==> src/rtl/encode_instn.sv <==
// RV32I instruction encoder: packs decoded field bundles into 32-bit words
// behind a one-entry output register, tagging each word with a running address.
module encode_instn #(
  parameter logic [31:0] BASE_ADDR = 32'h0000_0000
) (
  input  logic        clk,
  input  logic        rst,
  input  logic        in_valid,
  output logic        in_ready,
  input  logic [6:0]  opcode,
  input  logic [4:0]  rd,
  input  logic [4:0]  rs1,
  input  logic [4:0]  rs2,
  input  logic [2:0]  func3,
  input  logic [6:0]  func7,
  input  logic [31:0] imm,
  output logic        out_valid,
  input  logic        out_ready,
  output logic [31:0] out_inst,
  output logic [31:0] out_addr,
  output logic [2:0]  out_format,
  output logic        err_undef,
  output logic        err_align,
  input  logic        clr_err
);

  localparam logic [2:0] UNDEF_TYPE = 3'd0;
  localparam logic [2:0] R_TYPE     = 3'd1;
  localparam logic [2:0] I_TYPE     = 3'd2;
  localparam logic [2:0] S_TYPE     = 3'd3;
  localparam logic [2:0] B_TYPE     = 3'd4;
  localparam logic [2:0] U_TYPE     = 3'd5;
  localparam logic [2:0] J_TYPE     = 3'd6;

  typedef enum logic {EMPTY, FULL} state_t;

  state_t      state;
  logic [31:0] addr_cnt;
  logic [2:0]  fmt;
  logic [31:0] word;
  logic        accept;
  logic        new_undef;
  logic        new_align;

  always_comb begin
    fmt = UNDEF_TYPE;
    case (opcode)
      7'd3, 7'd19, 7'd103: fmt = I_TYPE;
      7'd23, 7'd55:        fmt = U_TYPE;
      7'd35:               fmt = S_TYPE;
      7'd51:               fmt = R_TYPE;
      7'd99:               fmt = B_TYPE;
      7'd111:              fmt = J_TYPE;
      default:             fmt = UNDEF_TYPE;
    endcase
  end

  always_comb begin
    word = 32'd0;
    case (fmt)
      R_TYPE:  word = {func7, rs2, rs1, func3, rd, opcode};
      I_TYPE:  word = {imm[11:0], rs1, func3, rd, opcode};
      S_TYPE:  word = {imm[11:5], rs2, rs1, func3, imm[4:0], opcode};
      B_TYPE:  word = {imm[12], imm[10:5], rs2, rs1, func3, imm[4:1], imm[11], opcode};
      U_TYPE:  word = {imm[31:12], rd, opcode};
      J_TYPE:  word = {imm[20], imm[10:1], imm[11], imm[19:12], rd, opcode};
      default: word = 32'd0;
    endcase
  end

  // Ready is gated by rst so nothing can be accepted while reset is held.
  assign in_ready  = ~rst & ((state == EMPTY) | out_ready);
  assign accept    = in_valid & in_ready;
  assign out_valid = (state == FULL);
  assign new_undef = accept & (fmt == UNDEF_TYPE);
  assign new_align = accept & ((fmt == B_TYPE) | (fmt == J_TYPE)) & imm[0];

  // Undefined bundles are consumed but never loaded, so the address counter only
  // moves when a word actually lands in the output register.
  always_ff @(posedge clk or posedge rst) begin
    if (rst) begin
      state      <= EMPTY;
      out_inst   <= 32'd0;
      out_addr   <= 32'd0;
      out_format <= UNDEF_TYPE;
      addr_cnt   <= BASE_ADDR;
      err_undef  <= 1'b0;
      err_align  <= 1'b0;
    end else begin
      if (accept && fmt != UNDEF_TYPE) begin
        state      <= FULL;
        out_inst   <= word;
        out_addr   <= addr_cnt;
        out_format <= fmt;
        addr_cnt   <= addr_cnt + 32'd4;
      end else if (state == FULL && out_ready) begin
        state <= EMPTY;
      end

      if (new_undef)    err_undef <= 1'b1;
      else if (clr_err) err_undef <= 1'b0;

      if (new_align)    err_align <= 1'b1;
      else if (clr_err) err_align <= 1'b0;
    end
  end

endmodule
==> config.mk <==
export PLATFORM = sky130hd
export DESIGN_NAME = encode_instn
export DESIGN_NICKNAME = d
export VERILOG_FILES = /design/src/rtl/encode_instn.sv
export SDC_FILE = /design/constraint.sdc
export NUM_CORES = 1
export LEC_CHECK = 0
export ABC_AREA = 1
export ABC_CLOCK_PERIOD_IN_PS = 3280
export BUFFER_PORTS_ARGS = -buffer_cell sky130_fd_sc_hd__buf_2
export CAP_MARGIN = 25
export CELL_PAD_IN_SITES_DETAIL_PLACEMENT = 1
export CELL_PAD_IN_SITES_GLOBAL_PLACEMENT = 1
export CORE_UTILIZATION = 39
export CTS_BUF_LIST = sky130_fd_sc_hd__clkbuf_8
export DETAILED_ROUTE_END_ITERATION = 12
export PLACE_DENSITY = 0.8
export SETUP_SLACK_MARGIN = 0.2
export SYNTH_ARGS = -nofsm -noshare
export SYNTH_HDL_FRONTEND = slang
export SYNTH_SLANG_ARGS = --single-unit
export TNS_END_PERCENT = 20
==> constraint.sdc <==
create_clock -name clk -period 3.28 [get_ports clk]
set_clock_uncertainty 0.1 [all_clocks]
set_input_delay 0.328 -clock clk [delete_from_list [all_inputs] [get_ports clk]]
set_output_delay 0.328 -clock clk [all_outputs]
set_load 0.02 [all_outputs]
Yosys cells after proc, flatten, opt, wreduce, memory -nomap -nowiden
Cells that the tools add are included.
{ "op_classes": {"addsub": 1, "n_eq_ne": 15, "mux": 7, "bitwise_logic": 9, "reduce_logical": 9} }
{ "op_table": {"columns": ["cell", "count"], "rows": [
  ["32-bit case mux with 6 select lines", 1],
  ["32-bit by 3-bit adder with 32-bit output, second input constant", 1],
  ["7-bit by 6-bit == test with 1-bit output, second input constant", 3],
  ["7-bit == test, second input constant", 3],
  ["3-bit case mux with 6 select lines", 1],
  ["7-bit by 5-bit == test with 1-bit output, second input constant", 2],
  ["3-bit == test, second input constant", 3],
  ["7-bit by 2-bit == test with 1-bit output, second input constant", 1],
  ["3-bit by 2-bit == test with 1-bit output, second input constant", 2],
  ["2-bit nonzero test", 3],
  ["1-bit AND", 5],
  ["1-bit two-way mux", 5],
  ["3-bit by 1-bit == test with 1-bit output, second input constant", 1],
  ["3-bit zero test", 1],
  ["3-bit nonzero test", 1],
  ["3-bit OR reduction", 1],
  ["1-bit logical AND", 2],
  ["1-bit inverter", 2],
  ["1-bit OR", 2],
  ["2-bit OR reduction", 1]
]} }
{ "word_totals": {"regBits": 102, "in_bits": 69, "out_inout_bits": 71, "elab_cells": 48} }

Logic depth before layout (Yosys ltp)
Gate-level depths: netlist of the first run.
{ "depth": {"word_depth": 8, "depth_mapped": 12} }

Worst setup path after synthesis of the first run
No wires, ideal clock.
{ "synth_timing": {"kind": "reg2reg", "from": "register state (netlist: out_valid)", "to": "register addr_cnt[10]", "setup_time_ps": 66, "arrival_ps": 1759, "t_required_ps": 3114, "path_slack_ps": 1355, "stages_incl_launch_ff": 10, "synth_period_minus_slack_ps": 1925, "path_cell_list": "dfrtp_1 -> inv_1 -> nor2_1 -> nor2_1 -> nand2_1 -> inv_1 -> buf_2 -> clkbuf_1 -> nand3_1 -> nand2_1"} }
{ "synth_between": {"elab_chain_len": 5} }
{ "synth_lines": {"columns": ["element", "line_no", "rtl"], "rows": [
  ["start: declaration", "37", "state_t state;"],
  ["start signal: assignment", "82", "state <= EMPTY;"],
  ["start signal: assignment", "91", "state <= FULL;"],
  ["start signal: assignment", "97", "state <= EMPTY;"],
  ["1-bit inverter", "72", "assign in_ready = ~rst & ((state == EMPTY) | out_ready);"],
  ["1-bit OR", "72", null],
  ["1-bit AND", "72", null],
  ["net in_ready", "9", "output logic in_ready,"],
  ["1-bit AND", "73", "assign accept = in_valid & in_ready;"],
  ["1-bit logical AND", "90", "if (accept && fmt != UNDEF_TYPE) begin"],
  ["end signal: assignment", "95", "addr_cnt <= addr_cnt + 32'd4;"],
  ["end: declaration", "38", "logic [31:0] addr_cnt;"]
]} }
The timed path passes the listed nets, and every way through them passes these cells.
A chain may end at the register's enable or synchronous reset.

Final worst setup path of the first run
{ "layout_timing": {"from": "register addr_cnt[2]", "to": "register addr_cnt[28]"} }
{ "layout_between": {"elab_chain_len": 1} }
{ "layout_lines": {"columns": ["element", "line_no"], "rows": [
  ["32-bit by 3-bit adder with 32-bit output", "95"]
]} }
Every way passes these cells.

==> metrics.txt, run 1 <==
max_cap viols=0; met2 WL=8990 um; initial DRC count=269; Mapped Area=0.00610 mm2; power density cells=333 mW/mm2; Root Buffer=clkbuf_8; non-filler cells in the finished layout=1268; Core Region=0.0153 mm2; highest metal used=met5; crit path max fanout=7; clock slew at reported path FFs=100 ps; CTS sink count=98; GP Congestion=0.813; initial antenna violation count=5; vias=6445; CTS tree=yes; worst vdd ir=0.000170 V; fillcell total=2118; final setup fails=0; Power Total=2370 uW; FF+latch count, synth=98; Tmin final=2210 ps; post-route antenna net violation count=0; routed vias/inst=5.08; Setup crit end kind=register; IO Port Bufs=137; Die X=127 um; share of layout cells above drive strength 1=17.3%; Initial Util=40.0%; Crit Path Class=reg -> reg; number of global-route vias before repair=6642; I/O pins=140; post-route clock period utilization=67.5%; Setup TNS Final=0 ps; CP arrival=2390 ps; P&R area growth vs syn=16.5%; leading cell type in the layout, fill and taps excluded=nand2_1; Req. time, crit path=3460 ps; Hold Path Class=in -> reg; Rel. slew slack=61.0%; dpl hpwl=13100 um; routed length per instance=14.9 um; register area share after synthesis=40.2%; TritonCTS buffer count=9; Rows=45; Ys Warns=0; Syn Inst Count=937; Setup WS post-layout=1070 ps; Nets=1120; Routed WL=18900 um; DR pass1 iterations=4; Max Clock Freq=452 MHz; most frequent cells in the layout=420 x nand2_1, 165 x nand3_1, 137 x buf_2; outcome=complete, no violations; worst-margin pin slew=586 ps; mean post-synth cell area=6.51 um2; setup slack at placement=1050 ps; Final Max Tran Viols=0; Cell variety after synth=25; gr ovfl total=0; clock buffer depth=2; H-tree level count=3; largest net degree at the start of global routing=99; crit start category=register; number of flops mapped to enable cells by yosys=0; chip height=127 um; met3 WL=876 um; total track usage=24.9%; total leakage power=0.00411 uW; Core Util, Final=46.6%; Die ar.=0.0161 mm2; final hold vios=0; placed insts=1248; Post-route DRC=0; Main synth FF type=dfrtp_1; first-pass GRT wire length=32200 um; RSZ-0062 raised after global routing=no; ys async rst share=100%; met1 WL=8580 um; Skew-Pair Late Insertion Delay=390 ps
cells by family after synthesis:
kind of cell,share of synthesized area [%]
AND/OR/NAND/NOR,48.4
AO/OA/AOI/OAI,2.89
buffers and inverters,7.20
adder cells (fa/ha/maj),0.205
flip-flops,40.2
other,0.0615
XOR/XNOR,1.01
worst paths after layout:
check | start | endpoint | slack [ps] | cells after the start
worst max register to register | addr_cnt[2] | addr_cnt[28] | 1070 | 10
worst max-delay path | addr_cnt[2] | addr_cnt[28] | 1070 | 10
worst min-delay path | clr_err | err_undef | 40 | 2
max in group asynchronous | rst | addr_cnt[20] | 2130 | 4
worst min register to register | out_inst[1] | out_inst[1] | 370 | 2
min in group asynchronous | rst | out_valid | 550 | 4
per-stage QoR:
stage | area, um2 | hold WS, ps
3_5_place_dp | 6910 | 346
2_1_floorplan | 6100 | 309
3_3_place_gp | 6910 | 340
5_1_grt | 7110 | 37.0
6_report | 7110 | 43.0
4_1_cts | 7100 | 21.8
area by class of cell:
cell class              count  area, um2  share of cell area [%]
repair buffers            153        836                    11.8
clock inverters             7       47.5                   0.669
multi-input cells         748       3230                    45.4
diodes                      2       5.00                  0.0704
flip-flops and latches     98       2450                    34.5
well taps                 211        264                    3.71
inverters                  40        153                    2.15
clock buffers               9        124                    1.74
critical path: stages, from the launching register on:
cell and delay [ps]:
dfrtp_1 480, ha_1 290, nand3_1 230, inv_1 180, nand2_1 180, nor2_1 320, nand2_1 100, nand2_1 60
nand2_1 50, nand2_1 60, nand2_1 50
state kept, by name, summed over array words and instances, names as in the netlist:
register / count
out_format: 3
out_addr: 30
err_align: 1
out_inst: 32
out_valid: 1
err_undef: 1
addr_cnt: 30
routing by layer:
layer	vias to the layer above	track usage, %
li1	3198	-
met1	3105	30.7
met2	111	43.2
met3	27	5.11
met4	4	8.40
met5	-	0
where the power goes:
part	total, uW	leakage [uW]	internal [uW]	switching, uW
clock	742	0.0000904	275	467
sequential	1290	0.00135	1250	34.4
combinational	339	0.00267	103	236
total	2370	0.00411	1630	738
synthesized netlist by cell type (8+ instances only):
cell type / instances / area share, %
nand2_1: 421 / 26
nand3_1: 165 / 14
dfrtp_1: 98 / 40
nor2_1: 82 / 5.0
inv_1: 35 / 2.2
o21ai_0: 21 / 1.7
clkbuf_1: 19 / 1.2
nand3b_1: 13 / 1.6
a21oi_1: 12 / 0.98
nor3_1: 12 / 0.98
buf_1: 9 / 0.55
buf_2: 9 / 0.74
buf_4: 8 / 0.98
what timing repair did:
item	4_1_cts	5_1_grt
hold buffers	2	0
setup buffers	0	0
resized for setup	0	0
hold endpoints to repair	26	0
(Power assumes the default switching activity.)
==> run 2: changes to the inputs <==
ABC_CLOCK_PERIOD_IN_PS = 2100   (was 3280)
clock period = 2.1 ns   (was 3.28 ns; I/O delays follow)
==> metrics.txt, run 2 (synthesis results as in run 1) <==
chip height=127 um (unchanged); final instance area=0.00733 mm2 (was 0.00711 mm2); CTS sink count=98 (unchanged); routed length per instance=15.6 um (was 14.9 um); clock buffer depth=2 (unchanged); final hold vios=0 (unchanged); Int Power=2930 uW (was 1630 uW); total leakage power=0.00420 uW (was 0.00411 uW); Tmin final=1810 ps (was 2210 ps); Rows=45 (unchanged); dpl hpwl=13800 um (was 13100 um); Req. time, crit path=2280 ps (was 3460 ps); worst-margin pin slew=935 ps (was 586 ps); Skew-Pair Late Insertion Delay=380 ps (was 390 ps); Hold Path Class=in -> reg (unchanged); Die ar.=0.0161 mm2 (unchanged); leading cell type in the layout, fill and taps excluded=nand2_1 (unchanged); area of the multi-input gates=0.00325 mm2 (was 0.00323 mm2); H-tree level count=3 (unchanged); Final Max Tran Viols=0 (unchanged); P&R area growth vs syn=20.1% (was 16.5%); post-route clock period utilization=86.4% (was 67.5%); NetSw=1150 uW (was 738 uW); first-pass GRT wire length=33200 um (was 32200 um); Rel. slew slack=37.5% (was 61.0%); hold_sp=opcode[5] (was clr_err); number of global-route vias before repair=6613 (was 6642); Nets=1131 (was 1120); initial antenna violation count=5 (unchanged); max_cap viols=0 (unchanged); top flop regs=out_inst: 32 flops, addr_cnt: 30 flops, out_addr: 30 flops (unchanged); Routed WL=20000 um (was 18900 um); outcome=complete, no violations (unchanged); crit-path max cell delay=460 ps (was 480 ps); worst vdd ir=0.000261 V (was 0.000170 V); largest net degree at the start of global routing=57 (was 99); most used cell, CP=nand2_1 (unchanged); Placed Instance Area=0.00700 mm2 (was 0.00691 mm2); CTS tree=yes (unchanged); switching share of power=28.2% (was 31.2%); Setup TNS Final=0 ps (unchanged); Initial Util=40.0% (unchanged); critical path's slowest cell=dfrtp_1 (unchanged); Core Region=0.0153 mm2 (unchanged); DR pass1 iterations=4 (unchanged); final setup fails=0 (unchanged); share of layout cells above drive strength 1=18.3% (was 17.3%); Crit Path Class=reg -> reg (unchanged); r2r startpoint=addr_cnt[10] (was addr_cnt[2]); IO Port Bufs=137 (unchanged); Post-route DRC=0 (unchanged); clock slew at reported path FFs=100 ps (about the same); Clk network pwr share=36.5% (was 31.3%); RSZ-0062 raised after global routing=yes (was no); Gate power share=14.1% (was 14.3%); max reg flops=32 (unchanged); crit start category=register (unchanged); CP arrival=1990 ps (was 2390 ps); TritonCTS buffer count=9 (unchanged); Critical path origin=addr_cnt[10] (was addr_cnt[2]); Root Buffer=clkbuf_8 (unchanged); most frequent cells in the layout=419 x nand2_1, 164 x nand3_1, 137 x buf_2 (was 420 x nand2_1, 165 x nand3_1, 137 x buf_2); Die X=127 um (unchanged); critical path buffer and inverter count=0 (was 1); fillcell total=2104 (was 2118); Max Clock Freq=551 MHz (was 452 MHz); power density cells=557 mW/mm2 (was 333 mW/mm2); Sequential Power Share=49.5% (was 54.3%); crit path max fanout=5 (was 7); Setup crit end kind=register (unchanged); worst path cell trace=nand2_1 -> nor2_1 -> nand2_1 -> nor2_1 -> nand2_1 -> nand2_1 -> nand2_1 -> nand2_1 -> nand2_1 (was ha_1 -> nand3_1 -> inv_1 -> nand2_1 -> nor2_1 -> nand2_1 -> nand2_1 -> nand2_1 -> nand2_1 -> nand2_1); routed vias/inst=5.13 (was 5.08); initial DRC count=270 (was 269); total track usage=25.9% (was 24.9%); GP Congestion=0.868 (was 0.813); post-route antenna net violation count=0 (unchanged); vias=6569 (was 6445); Reg area=0.00245 mm2 (about the same); I/O pins=140 (unchanged); CP top delay family=simple AND/OR/NAND/NOR gates (unchanged); Top reg by flops=out_inst (unchanged); gr ovfl total=0 (unchanged)
run 2: what timing repair did:
action | in CTS | in global routing
cloned | 0 | 0
pin swaps | 0 | 0
gates resized for setup | 4 | 2
endpoints found under the setup margin | 4 | 6
hold endpoints to repair | 17 | 0
setup buffers | 0 | 1
hold buffers | 5 | 0
run 2: tightest hold or removal path, delay by kind of cell:
kind          cells  cell delay (ps)
simple gates      2              140
buf+inv           1              140
run 2: layout make-up:
type                            count  area share [%]
Multi-Input combinational cell    748            44.4
Clock inverter                      7            1.50
Inverter                           40            2.10
Tap cell                          211            3.60
Sequential cell                    98            33.5
Antenna cell                        3           0.102
Timing Repair Buffer              164            13.2
Clock buffer                        9            1.69
run 2: worst paths after layout:
kind	endpoint	slack [ps]	cells after the start
worst max-delay path	addr_cnt[30]	290	9
worst min-delay path	out_inst[5]	50	3
worst max register to register	addr_cnt[30]	290	9
worst min register to register	out_inst[1]	370	2
max in group asynchronous	addr_cnt[2]	1040	4
min in group asynchronous	out_inst[26]	280	3
run 2: layer usage:
metal | vias up | track usage, % | wire length, um
met3 | 29 | 6.78 | 1100
met2 | 133 | 45.6 | 9870
li1 | 3229 | - | -
met1 | 3174 | 31.2 | 8720
met4 | 4 | 7.14 | 311
met5 | - | 0 | 16
run 2: power groups by stage:
stage / registers (uW) / clock network (uW) / logic (uW)
2_1_floorplan: 2110 / 0 / 235
3_3_place_gp: 2050 / 0 / 533
3_5_place_dp: 2050 / 0 / 545
4_1_cts: 2020 / 1520 / 557
5_1_grt: 2030 / 1600 / 626
6_report: 2020 / 1490 / 574
run 2: stage by stage:
step | util, % | setup slack (ps) | power [uW] | hold slack, ps | instances
2_1_floorplan | - | 175 | 2340 | 191 | 938
4_1_cts | 47.8 | 240 | 4090 | 13.9 | 1276
3_3_place_gp | 45.9 | 91.2 | 2580 | 129 | 1255
3_5_place_dp | 45.9 | 38.5 | 2600 | 131 | 1255
5_1_grt | 48.0 | 173 | 4250 | 34.8 | 1277
6_report | 48.0 | 286 | 4080 | 51.3 | 1280
